**src/rtl/retinex_pkg.sv**
```systemverilog
// rtl/retinex_pkg.sv - shared widths, rounding constant and mantissa helper for the retinex antilog stage
package retinex_pkg;

    localparam int EXP_CODE_W     = 10;
    localparam int EXP_FRAC_W     = 6;
    localparam int EXP_INT_W      = 3;
    localparam int EXP_MANT_W     = 11;
    localparam int EXP_ACC_W      = 18;
    localparam int EXP_MANT_SHIFT = 10;
    localparam int EXP_ROM_DEPTH  = 64;
    localparam int EXP_RND        = 512;
    localparam int PIX_W          = 8;
    localparam int SAT_CNT_W      = 20;

    typedef struct packed {
        logic                 valid;
        logic [EXP_INT_W-1:0] ipart;
        logic                 sat;
        logic                 sof;
        logic                 eol;
    } exp_s1_t;

    // Elaboration-time table entry: round(1024 * 2^(f/64)).
    function automatic logic [EXP_MANT_W-1:0] exp_mant(input int f);
        real r;
        r = 1024.0 * (2.0 ** (real'(f) / 64.0));
        return EXP_MANT_W'($rtoi(r + 0.5));
    endfunction

endpackage

```
**src/rtl/retinex_exp_rom.sv**
```systemverilog
// rtl/retinex_exp_rom.sv - 64x11 synchronous mantissa ROM, read gated by the pipeline enable
module retinex_exp_rom
    import retinex_pkg::*;
(
    input  logic                  clk,
    input  logic                  en,
    input  logic [EXP_FRAC_W-1:0] addr,
    output logic [EXP_MANT_W-1:0] dout
);

    logic [EXP_MANT_W-1:0] rom [EXP_ROM_DEPTH];

    for (genvar g = 0; g < EXP_ROM_DEPTH; g++) begin : g_rom
        localparam logic [EXP_MANT_W-1:0] MANT = exp_mant(g);
        assign rom[g] = MANT;
    end

    always_ff @(posedge clk) begin
        if (en) begin
            dout <= rom[addr];
        end
    end

endmodule

```
**src/rtl/retinex_exp_lut.sv**
```systemverilog
// rtl/retinex_exp_lut.sv - 2-stage log2-code to linear pixel converter with saturation and sideband
// Optional per-frame saturation statistics: RETINEX_EXP_STAT_EN
module retinex_exp_lut
    import retinex_pkg::*;
(
    input  logic                  clk,
    input  logic                  rst_n,
    input  logic                  in_valid,
    output logic                  in_ready,
    input  logic [EXP_CODE_W-1:0] in_code,
    input  logic                  in_sof,
    input  logic                  in_eol,
    output logic                  out_valid,
    input  logic                  out_ready,
    output logic [PIX_W-1:0]      out_data,
    output logic                  out_sat,
    output logic                  out_sof,
    output logic                  out_eol
`ifdef RETINEX_EXP_STAT_EN
    ,
    output logic [SAT_CNT_W-1:0]  sat_cnt_frame
`endif
);

    logic [1:0]            rst_sync;
    logic                  rstn_i;
    logic                  en;
    logic                  accept;
    logic                  code_sat;
    exp_s1_t               s1;
    logic [EXP_MANT_W-1:0] mant;
    logic [EXP_ACC_W-1:0]  scaled;
    logic [EXP_ACC_W-1:0]  rounded;
    logic [PIX_W-1:0]      pix_lin;
    logic [PIX_W-1:0]      pix_next;

    // Reset asserts immediately, releases two clocks later on a clean edge.
    always_ff @(posedge clk or negedge rst_n) begin
        if (!rst_n) begin
            rst_sync <= 2'b00;
        end else begin
            rst_sync <= {rst_sync[0], 1'b1};
        end
    end

    assign rstn_i   = rst_sync[1];
    assign en       = rstn_i & (~out_valid | out_ready);
    assign in_ready = en;
    assign accept   = in_valid & en;
    assign code_sat = in_code[EXP_CODE_W-1];

    retinex_exp_rom u_rom (
        .clk  (clk),
        .en   (en),
        .addr (in_code[EXP_FRAC_W-1:0]),
        .dout (mant)
    );

    always_ff @(posedge clk or negedge rstn_i) begin
        if (!rstn_i) begin
            s1 <= '0;
        end else if (en) begin
            s1.valid <= in_valid;
            s1.ipart <= in_code[EXP_FRAC_W +: EXP_INT_W];
            s1.sat   <= code_sat;
            s1.sof   <= in_sof;
            s1.eol   <= in_eol;
        end
    end

    // Below 512 the shifted mantissa tops out at 2026<<7, so 18 bits never overflow.
    assign scaled   = EXP_ACC_W'(mant) << s1.ipart;
    assign rounded  = scaled + EXP_ACC_W'(EXP_RND);
    assign pix_lin  = PIX_W'(rounded >> EXP_MANT_SHIFT) - PIX_W'(1);
    assign pix_next = s1.sat ? {PIX_W{1'b1}} : pix_lin;

    always_ff @(posedge clk or negedge rstn_i) begin
        if (!rstn_i) begin
            out_valid <= 1'b0;
            out_data  <= '0;
            out_sat   <= 1'b0;
            out_sof   <= 1'b0;
            out_eol   <= 1'b0;
        end else if (en) begin
            out_valid <= s1.valid;
            out_data  <= s1.valid ? pix_next : '0;
            out_sat   <= s1.valid & s1.sat;
            out_sof   <= s1.valid & s1.sof;
            out_eol   <= s1.valid & s1.eol;
        end
    end

`ifdef RETINEX_EXP_STAT_EN
    logic [SAT_CNT_W-1:0] sat_run;

    // Counted at acceptance so output stalls never skew the frame total.
    always_ff @(posedge clk or negedge rstn_i) begin
        if (!rstn_i) begin
            sat_run       <= '0;
            sat_cnt_frame <= '0;
        end else if (accept) begin
            if (in_sof) begin
                sat_cnt_frame <= sat_run;
                sat_run       <= SAT_CNT_W'(code_sat);
            end else if (code_sat && (sat_run != {SAT_CNT_W{1'b1}})) begin
                sat_run <= sat_run + SAT_CNT_W'(1);
            end
        end
    end
`endif

endmodule
```
**config.mk**
```make
export PLATFORM = sky130hd
export DESIGN_NAME = retinex_exp_lut
export DESIGN_NICKNAME = d
export VERILOG_FILES = /design/src/rtl/retinex_pkg.sv /design/src/rtl/retinex_exp_rom.sv /design/src/rtl/retinex_exp_lut.sv
export SDC_FILE = /design/constraint.sdc
export NUM_CORES = 1
export LEC_CHECK = 0
export ABC_AREA = 1
export CORE_MARGIN = 4
export CORE_UTILIZATION = 41
export CTS_CLUSTER_DIAMETER = 100
export CTS_CLUSTER_SIZE = 25
export DETAILED_ROUTE_END_ITERATION = 6
export PLACE_DENSITY_LB_ADDON = 0.15
export SETUP_SLACK_MARGIN = 0.1
export SLEW_MARGIN = 0
export SYNTH_ARGS = -nofsm -noshare
export SYNTH_HDL_FRONTEND = slang
export SYNTH_SLANG_ARGS = --single-unit
```
**constraint.sdc**
```tcl
create_clock -name clk -period 3.7 [get_ports clk]
set_input_delay 0.74 -clock clk [delete_from_list [all_inputs] [get_ports clk]]
set_output_delay 0.74 -clock clk [all_outputs]
set_load 0.01 [all_outputs]
```
# After elaboration in Yosys (flattened, before gate mapping)
# Memory sizes are Yosys's and may differ from the RTL's. A register that Yosys moved wholly into a read port is not among the register bits.
# Cells that the tools add are included.
# W data, S select, Z words.
# word_totals
regBits	21
latch_bits	0
ram_bits	0
romBits	704
elab_cells	24
n_memories	1
# classes
addsub	2
multipliers	0
n_div	0
n_lt_le_gt_ge	0
n_eq_ne	0
shift	1
mux	2
n_bitwise	7
n_reduce_logical	0
# memory_table
name	words	word_bits	read_ports	rd_ports_with_merged_regs	write_ports	line_no	source
(no name shown)	64	11	1	1	0	retinex_exp_rom.sv:20	dout <= rom[addr];
# op_table
op	n
$add A18 B10 Y18 const B	1
$shl A11 B3 Y18	1
$mux W8	2
$sub A8 B1 Y8 const B	1
$not A6 Y7	1
$and A1 B1 Y1	4
$not A1 Y1	1
$or A1 B1 Y1	1

# Depth between registers and ports, before layout
# Gate-level depths: netlist (run 1).
# depth
depth_word	5
mapped_depth	19
ltp_nobuf	19

# Cells and area by module
# From an unflattened synthesis (run 1), not the netlist that was laid out.
# unflattened
hier_cells	455
area_unflattened_um2	2865.2
# by_module_without_submodules
mod	instances	cells_per_inst	area_each_um2	seq_area_each_um2
retinex_exp_lut	1	229	1526.5	525.5
retinex_exp_rom	1	226	1338.8	300.3

# Worst setup path after synthesis (run 1)
# Ideal clock, no wire load.
# synth_timing
path_type	reg-to-output
start	register rst_sync[1]
end	output port in_ready
arrival_time_ps	1670
setup_slack_ps	1290
stages_incl_launch_ff	4
n_path_buf	1
cell_sequence	dfrtp_1 -> o21ai_1 -> inv_1 -> clkbuf_1
# synth_between
elab_chain_len	1
# synth_rtl
item	line_no	source
start, declared	retinex_exp_lut.sv:25	logic [1:0] rst_sync;
start signal, assigned	retinex_exp_lut.sv:42	rst_sync <= {rst_sync[0], 1'b1};
$and A1 B1 Y1	retinex_exp_lut.sv:47	assign en = rstn_i & (~out_valid | out_ready);
end, declared	retinex_exp_lut.sv:9	output logic in_ready,
# Every way passes these cells.

# Final worst setup path (run 1)
# layout_timing
start	input port out_ready
end	output port in_ready
# layout_between
elab_chain_len	2
# layout_rtl
item	line_no	source
start, declared	retinex_exp_lut.sv:14	input logic out_ready,
$or A1 B1 Y1	retinex_exp_lut.sv:47	
$and A1 B1 Y1	retinex_exp_lut.sv:47	
# Every way passes these cells.

==> results.md, run 1 <==
- Worst Path Required: 2.96 ns
- Logic pwr share: 0.448
- Routed Antenna Nets: 0
- Skew final: 0.01034 ns
- Drt pass-1 iters: 5
- Initial antenna violation count: 0
- Rows: 27
- Setup tns final: 0 ns
- Area delta synth->final: 19.12%
- Fillers: 614
- Synth Area per Inst: 6.820 sq um
- ANT cells: 0
- Setup crit start kind: input pin
- Lkg Pwr: 1.418 nW
- Clock Path Buffers: 2
- Cell Area, Synth: 2421 sq um
- Num CTS Buffers: 5
- Dpl cells: 448
- Clock transition at path regs: 0.07 ns
- Post-synth EDFFs: 8
- R2R depth: 15
- Max-Slew Margin vs Limit: 0.6421
- Sequential share of power: 0.331
- Die footprint: 7199 sq um
- Post-synth top area share: 0.2171
- Final Net Count: 411
- IO Port Bufs: 28
- CTS resizes: 0
- Storage element area: 765.7 sq um
- Crit path time final: 2.845 ns
- Vias post-DR: 2407
- Worst R2R Setup Slack: 1.11 ns
- Post-DP Area: 2774 sq um
- Max-cap viol count: 0
- Vias in the first global route: 2160
- Peak Freq: 351.5 MHz
- Critical Path Fanout Max: 15
- Yosys warns: 0
- Post CTS Setup Buffer Count: 0
- Clock power frac: 0.221
- Gr ovfl total: 0
- Clock root buffer: clkbuf_8
- I/O Pins: 29
- Pins Over Slew Limit: 0
- Gp weighted congestion: 0.9070
- Initial Util: 0.4317
- Routed Wire Length: 5817 um
- Arr. time, crit path: 2.11 ns
- Worst Hold Class: flip-flop to async pin
- Post-DP HPWL: 4470 um
- Internal: 0.8193 mW
- Non-filler instance count after layout: 456
- Reg-to-reg critical path endpoint: out_data[6]
- Setup crit end kind: output port
- Net Switching: 0.5372 mW
- Yosys top cell by area: dfrtp_1
- # hold bufs at CTS: 0
- Core area: 5608 sq um
- CTS H-tree lvls: 2
- Avg Vias per Cell: 5.279
- Mapped Nets: 383
- Outcome: complete, no violations
- Synth area leaders: dfrtp_1 (22%), nand2_1 (17%), edfxtp_1 (9.9%), nand3_1 (7.4%), ha_1 (6.2%)
- Ys flop type: dfrtp_1
- Register area share after synthesis: 0.3163
- PD cells: 470.4 nW/um^2
- Reg2Reg Launch Point: s1[3]
- GRT Total Usage: 0.1674
- Fin. Hold Viols: 0
- WL per Instance: 12.76 um
- Clk sinks: 29
- DRT iter0 DRCs: 141
- CTS tree: built
- Synth async-reset ratio: 0.7241
- DIE HEIGHT: 84.85 um
- Global-route wire length before repair: 9887 um
- Setup violators final: 0
- Synth Register Bits: 29
- Critical path type: input pin to output port
- Synth cell types: 40
- Largest net degree at the start of global routing: 22
- VDD IR-drop max: 354.7 uV
- Share of layout cells above drive strength 1: 0.1198
- Tcrit/Tclk final: 0.7689
- Residual DRC count: 0
- Clk_lat worst skew: 0.28 ns
- Fin util: 0.5143
- Switching share of power: 0.3960
- Post-Syn Instances: 355
- Slew @ Worst Pin: 0.5351 ns
- Area of the multi-input gates: 1446 sq um
- Tot Pwr: 1.357 mW
- Final instance area: 2884 sq um
- RSZ-0062 raised after global routing: no
- Chip width: 84.85 um
==> power by group through the flow <==
stage          logic (mW)  registers, mW  clock network, mW
5_1_grt             0.685          0.459              0.325
2_1_floorplan       0.412          0.454                  0
3_3_place_gp        0.602          0.455                  0
4_1_cts             0.613          0.450              0.308
6_report            0.608          0.449              0.300
3_5_place_dp        0.608          0.457                  0
==> metrics by stage <==
step | setup WS [ns] | hold WS [ns]
2_1_floorplan | 1.290 | 0.2475
3_3_place_gp | 0.8447 | 0.2054
3_5_place_dp | 0.8303 | 0.2070
4_1_cts | 0.8290 | 0.2133
5_1_grt | 0.7829 | 0.2426
6_report | 0.8550 | 0.2056
==> worst max-delay path, stage by stage <==
cell,delay (ns)
clkdlybuf4s50_1,0.46
o21ai_1,0.07
buf_4,0.20
inv_1,0.10
clkdlybuf4s50_1,0.54
==> layout make-up <==
cell class,instances,share of cell area
clock buffer,6,0.03254
clock inverter,2,0.005640
inverter,41,0.05336
multi-input combinational,273,0.5015
sequential,29,0.2655
tap,72,0.03124
timing repair buffer,33,0.1102
==> flip-flops by register name, summed over array words and instances (netlist names) <==
name	cells
out_sat	1
s1	7
out_data	8
rst_sync	2
out_sof	1
u_rom.dout	8
out_eol	1
out_valid	1
==> worst max path at each step <==
| stage | from | cells past startpoint | slack (ns) | to |
|---|---|---|---|---|
| after floorplan | rst_sync[1] | 3 | 1.29 | in_ready |
| after global placement | out_ready | 5 | 0.84 | in_ready |
| after detailed placement | out_ready | 5 | 0.83 | in_ready |
| after CTS | out_ready | 5 | 0.83 | in_ready |
| after global routing | out_ready | 5 | 0.78 | in_ready |
| final | out_ready | 5 | 0.85 | in_ready |
==> logic make-up after synthesis <==
kind of cell    Yosys count  synth area share
simple gates            197            0.3793
compound gates           60            0.1437
buf+inv                  53           0.08630
flops                    29            0.3163
fa+ha+maj                12           0.06201
xor+xnor                  3           0.01085
other cells               1          0.001549
==> cell usage after synthesis, types with 2 or more instances <==
cell type  instances
ha_1              12
o21ai_1            3
o21ai_0           28
nor2_2             3
nand3_1           36
nor2_4             2
nor2_1            21
inv_2              5
buf_2              2
edfxtp_1           8
o31ai_1            2
xnor2_1            2
a21oi_1           13
o22ai_1            2
clkbuf_1           9
a22o_1             2
nand3_2            6
nand2_1          109
clkinv_1           2
o211ai_1           3
dfrtp_1           21
inv_1             34
nand2_2           13
==> layer usage <==
| layer | global-route usage | up-vias | routed length, um |
|---|---|---|---|
| li1 | - | 1220 | - |
| met1 | 0.2426 | 1115 | 2776 |
| met2 | 0.2591 | 68 | 2633 |
| met3 | 0.02524 | 4 | 333 |
| met4 | 0.04748 | 0 | 73 |
| met5 | 0 | - | 0 |
==> cells in the final DEF (no fill, tap or decap), drive strengths merged, types with 2 or more instances in the layout <==
cell type      netlist  routed
buf                  3       5
inv                 39      39
nor2                27      27
clkinv               2       3
clkdlybuf4s50        0      28
xnor2                2       2
clkbuf               9       6
nand3               42      42
a22o                 2       2
o31ai                2       2
o22ai                2       2
nand4                2       2
edfxtp               8       8
dfrtp               21      21
nand2              123     123
ha                  12      12
a21oi               13      13
o21ai               31      31
o211ai               3       3
Power figures use the tool's default switching activity.
==> inputs of run 2 (changes only) <==
clock period = 2.5 ns   (was 3.7 ns; I/O delays follow)
==> run 2 against run 1 <==
Against the previous run: sequential power grew 44%; critical endpoint is now out_data[6]; cell count grew 3.1%; largest cell class unchanged; highest routed layer unchanged; wire length shrank 0.41%; via count shrank 2.6%.
==> results.md, run 2 (same netlist as run 1, synthesis figures left out) <==
- Initial antenna violation count: 0
- Largest net degree at the start of global routing: 22
- Routed Wire Length: 5793 um
- Peak Freq: 449.0 MHz
- GRT Total Usage: 0.1696
- Routed Antenna Nets: 0
- Num CTS Buffers: 5
- Lkg Pwr: 1.489 nW
- ANT cells: 0
- Crit path time final: 2.227 ns
- Core area: 5608 sq um
- IO Port Bufs: 28
- CTS H-tree lvls: 2
- Clock root buffer: clkbuf_8
- Post-DP HPWL: 4385 um
- Max-cap viol count: 0
- Slowest stage cell, crit path: dfrtp_2
- Setup violators final: 0
- Dpl cells: 458
- Tcrit/Tclk final: 0.8910
- Crit-path most repeated cell: nand2_1
- Worst Hold Class: flip-flop to async pin
- CTS tree: built
- Clk sinks: 29
- Fin. Hold Viols: 0
- DRT iter0 DRCs: 141
- Initial Util: 0.4317
- Setup crit end kind: flip-flop
- Critical Path Fanout Max: 7
- R2R depth: 15
- Clk_lat worst skew: 0.28 ns
- Critical path type: flip-flop to flip-flop
- Final Net Count: 425
- Most common library cell in the layout ignoring fill and taps: nand2_1
- Vias in the first global route: 2286
- Setup tns final: 0 ns
- Area delta synth->final: 24.13%
- Outcome: complete, no violations
- PD cells: 684.3 nW/um^2
- RSZ-0062 raised after global routing: yes
- Arr. time, crit path: 2.40 ns
- Most frequent cells in the layout: nand2_1 (108), nand3_1 (36), inv_1 (33)
- Drt pass-1 iters: 4
- Rows: 27
- Residual DRC count: 0
- Worst Path Required: 2.68 ns
- Clock transition at path regs: 0.07 ns
- Crit path cell chain: buf_4, nand2_2, nand3_2, nand3_1, nand2_2, ha_2, xnor2_2, ha_1, nand3_2, nor2_4, nand3_1, nand2_1, nand2_1, nand2_1, nand2_1
- Pins Over Slew Limit: 0
- Vias post-DR: 2344
- Skew final: 0.006999 ns
- Share of layout cells above drive strength 1: 0.1633
- Tot Pwr: 2.056 mW
- Gp weighted congestion: 0.8649
- Non-filler instance count after layout: 470
- DIE HEIGHT: 84.85 um
- Fin util: 0.5359
- Avg Vias per Cell: 4.987
- Die footprint: 7199 sq um
- Global-route wire length before repair: 10170 um
- Clock Path Buffers: 2
- Top flop regs: out_data: 8 flops, u_rom.dout: 8 flops, s1: 7 flops
- Setup crit start kind: flip-flop
- CP max stage delay: 0.46 ns
- VDD IR-drop max: 351.3 uV
- I/O Pins: 29
- WL per Instance: 12.33 um
- # hold bufs at CTS: 0
- Chip width: 84.85 um
- Fillers: 578
- Gr ovfl total: 0
-- run 2: changes by cell type in the layout (fill, tap and decap cells not counted) --
cell / before / now
dfrtp_1: 21 / 20
inv_1: 34 / 33
xnor2_1: 2 / 1
buf_4: 5 / 19
inv_4: 0 / 1
xnor2_2: 0 / 1
ha_1: 12 / 11
ha_2: 0 / 1
dfrtp_2: 0 / 1
nand2_2: 13 / 14
nand2_1: 109 / 108
-- run 2: layout make-up --
type | count | area [sq um] | area share
multi-input combinational | 273 | 1459 | 0.4854
clock buffer | 6 | 93.84 | 0.03122
inverter | 41 | 156.4 | 0.05204
sequential | 29 | 767.0 | 0.2552
tap | 72 | 90.09 | 0.02998
timing repair buffer | 47 | 422.9 | 0.1407
clock inverter | 2 | 16.27 | 0.005412
-- run 2: critical path: cells and delay by family, from the launching register on --
kind	cells	cell delay, ns
adder cells (fa/ha/maj)	2	0.44
XOR/XNOR	1	0.20
AND/OR/NAND/NOR	11	0.84
flip-flops	1	0.46
buffers and inverters	1	0.18
-- run 2: path summary, 6_finish.rpt --
path / start / endpoint / slack, ns
worst max-delay path: s1[3] / out_data[6] / 0.27
worst min-delay path: rst_sync[1] / out_sat / 0.24
worst max register to register: s1[3] / out_data[6] / 0.27
worst min register to register: rst_sync[1] / out_sat / 0.24
max in group asynchronous: rst_n / rst_sync[1] / 2.01
min in group clk: rst_sync[0] / rst_sync[1] / 0.37
-- run 2: repair_timing --
item | CTS | global route
hold endpoints to repair | 0 | 0
buffers inserted | 0 | 4
gates resized for setup | 1 | 5
pin swaps | 0 | 1
setup endpoints to repair | 2 | 4
gates cloned | 0 | 0
-- run 2: stage by stage --
step | hold slack, ns | worst slack (ns) | area (sq um)
final | 0.2378 | 0.2726 | 3005
after global routing | 0.2796 | 0.09236 | 3005
after global placement | 0.2452 | 0.1022 | 2849
after detailed placement | 0.2471 | 0.04412 | 2849
after floorplan | 0.2044 | 0.3300 | 2421
after CTS | 0.2536 | 0.1634 | 2960
-- run 2: power breakdown --
part           internal, mW  switching (mW)  total (mW)
Sequential            0.587          0.0578       0.645
Combinational         0.404           0.552       0.956
Clock                 0.258           0.198       0.456
Total                  1.25           0.808        2.06
-- run 2: per-layer routing --
metal  up-vias  GRT usage  routed length, um
met5         -          0                  0
met4         0    0.05468                 50
met3         6    0.02524                189
met2        45     0.2747               2657
met1      1049     0.2331               2896
li1       1244          -                  -
==> inputs of run 3 (changes only) <==
TNS_END_PERCENT = 1   (was unset)
==> results of run 3 <==
The final DEF is identical to that of run 2; final timing and power are the same.
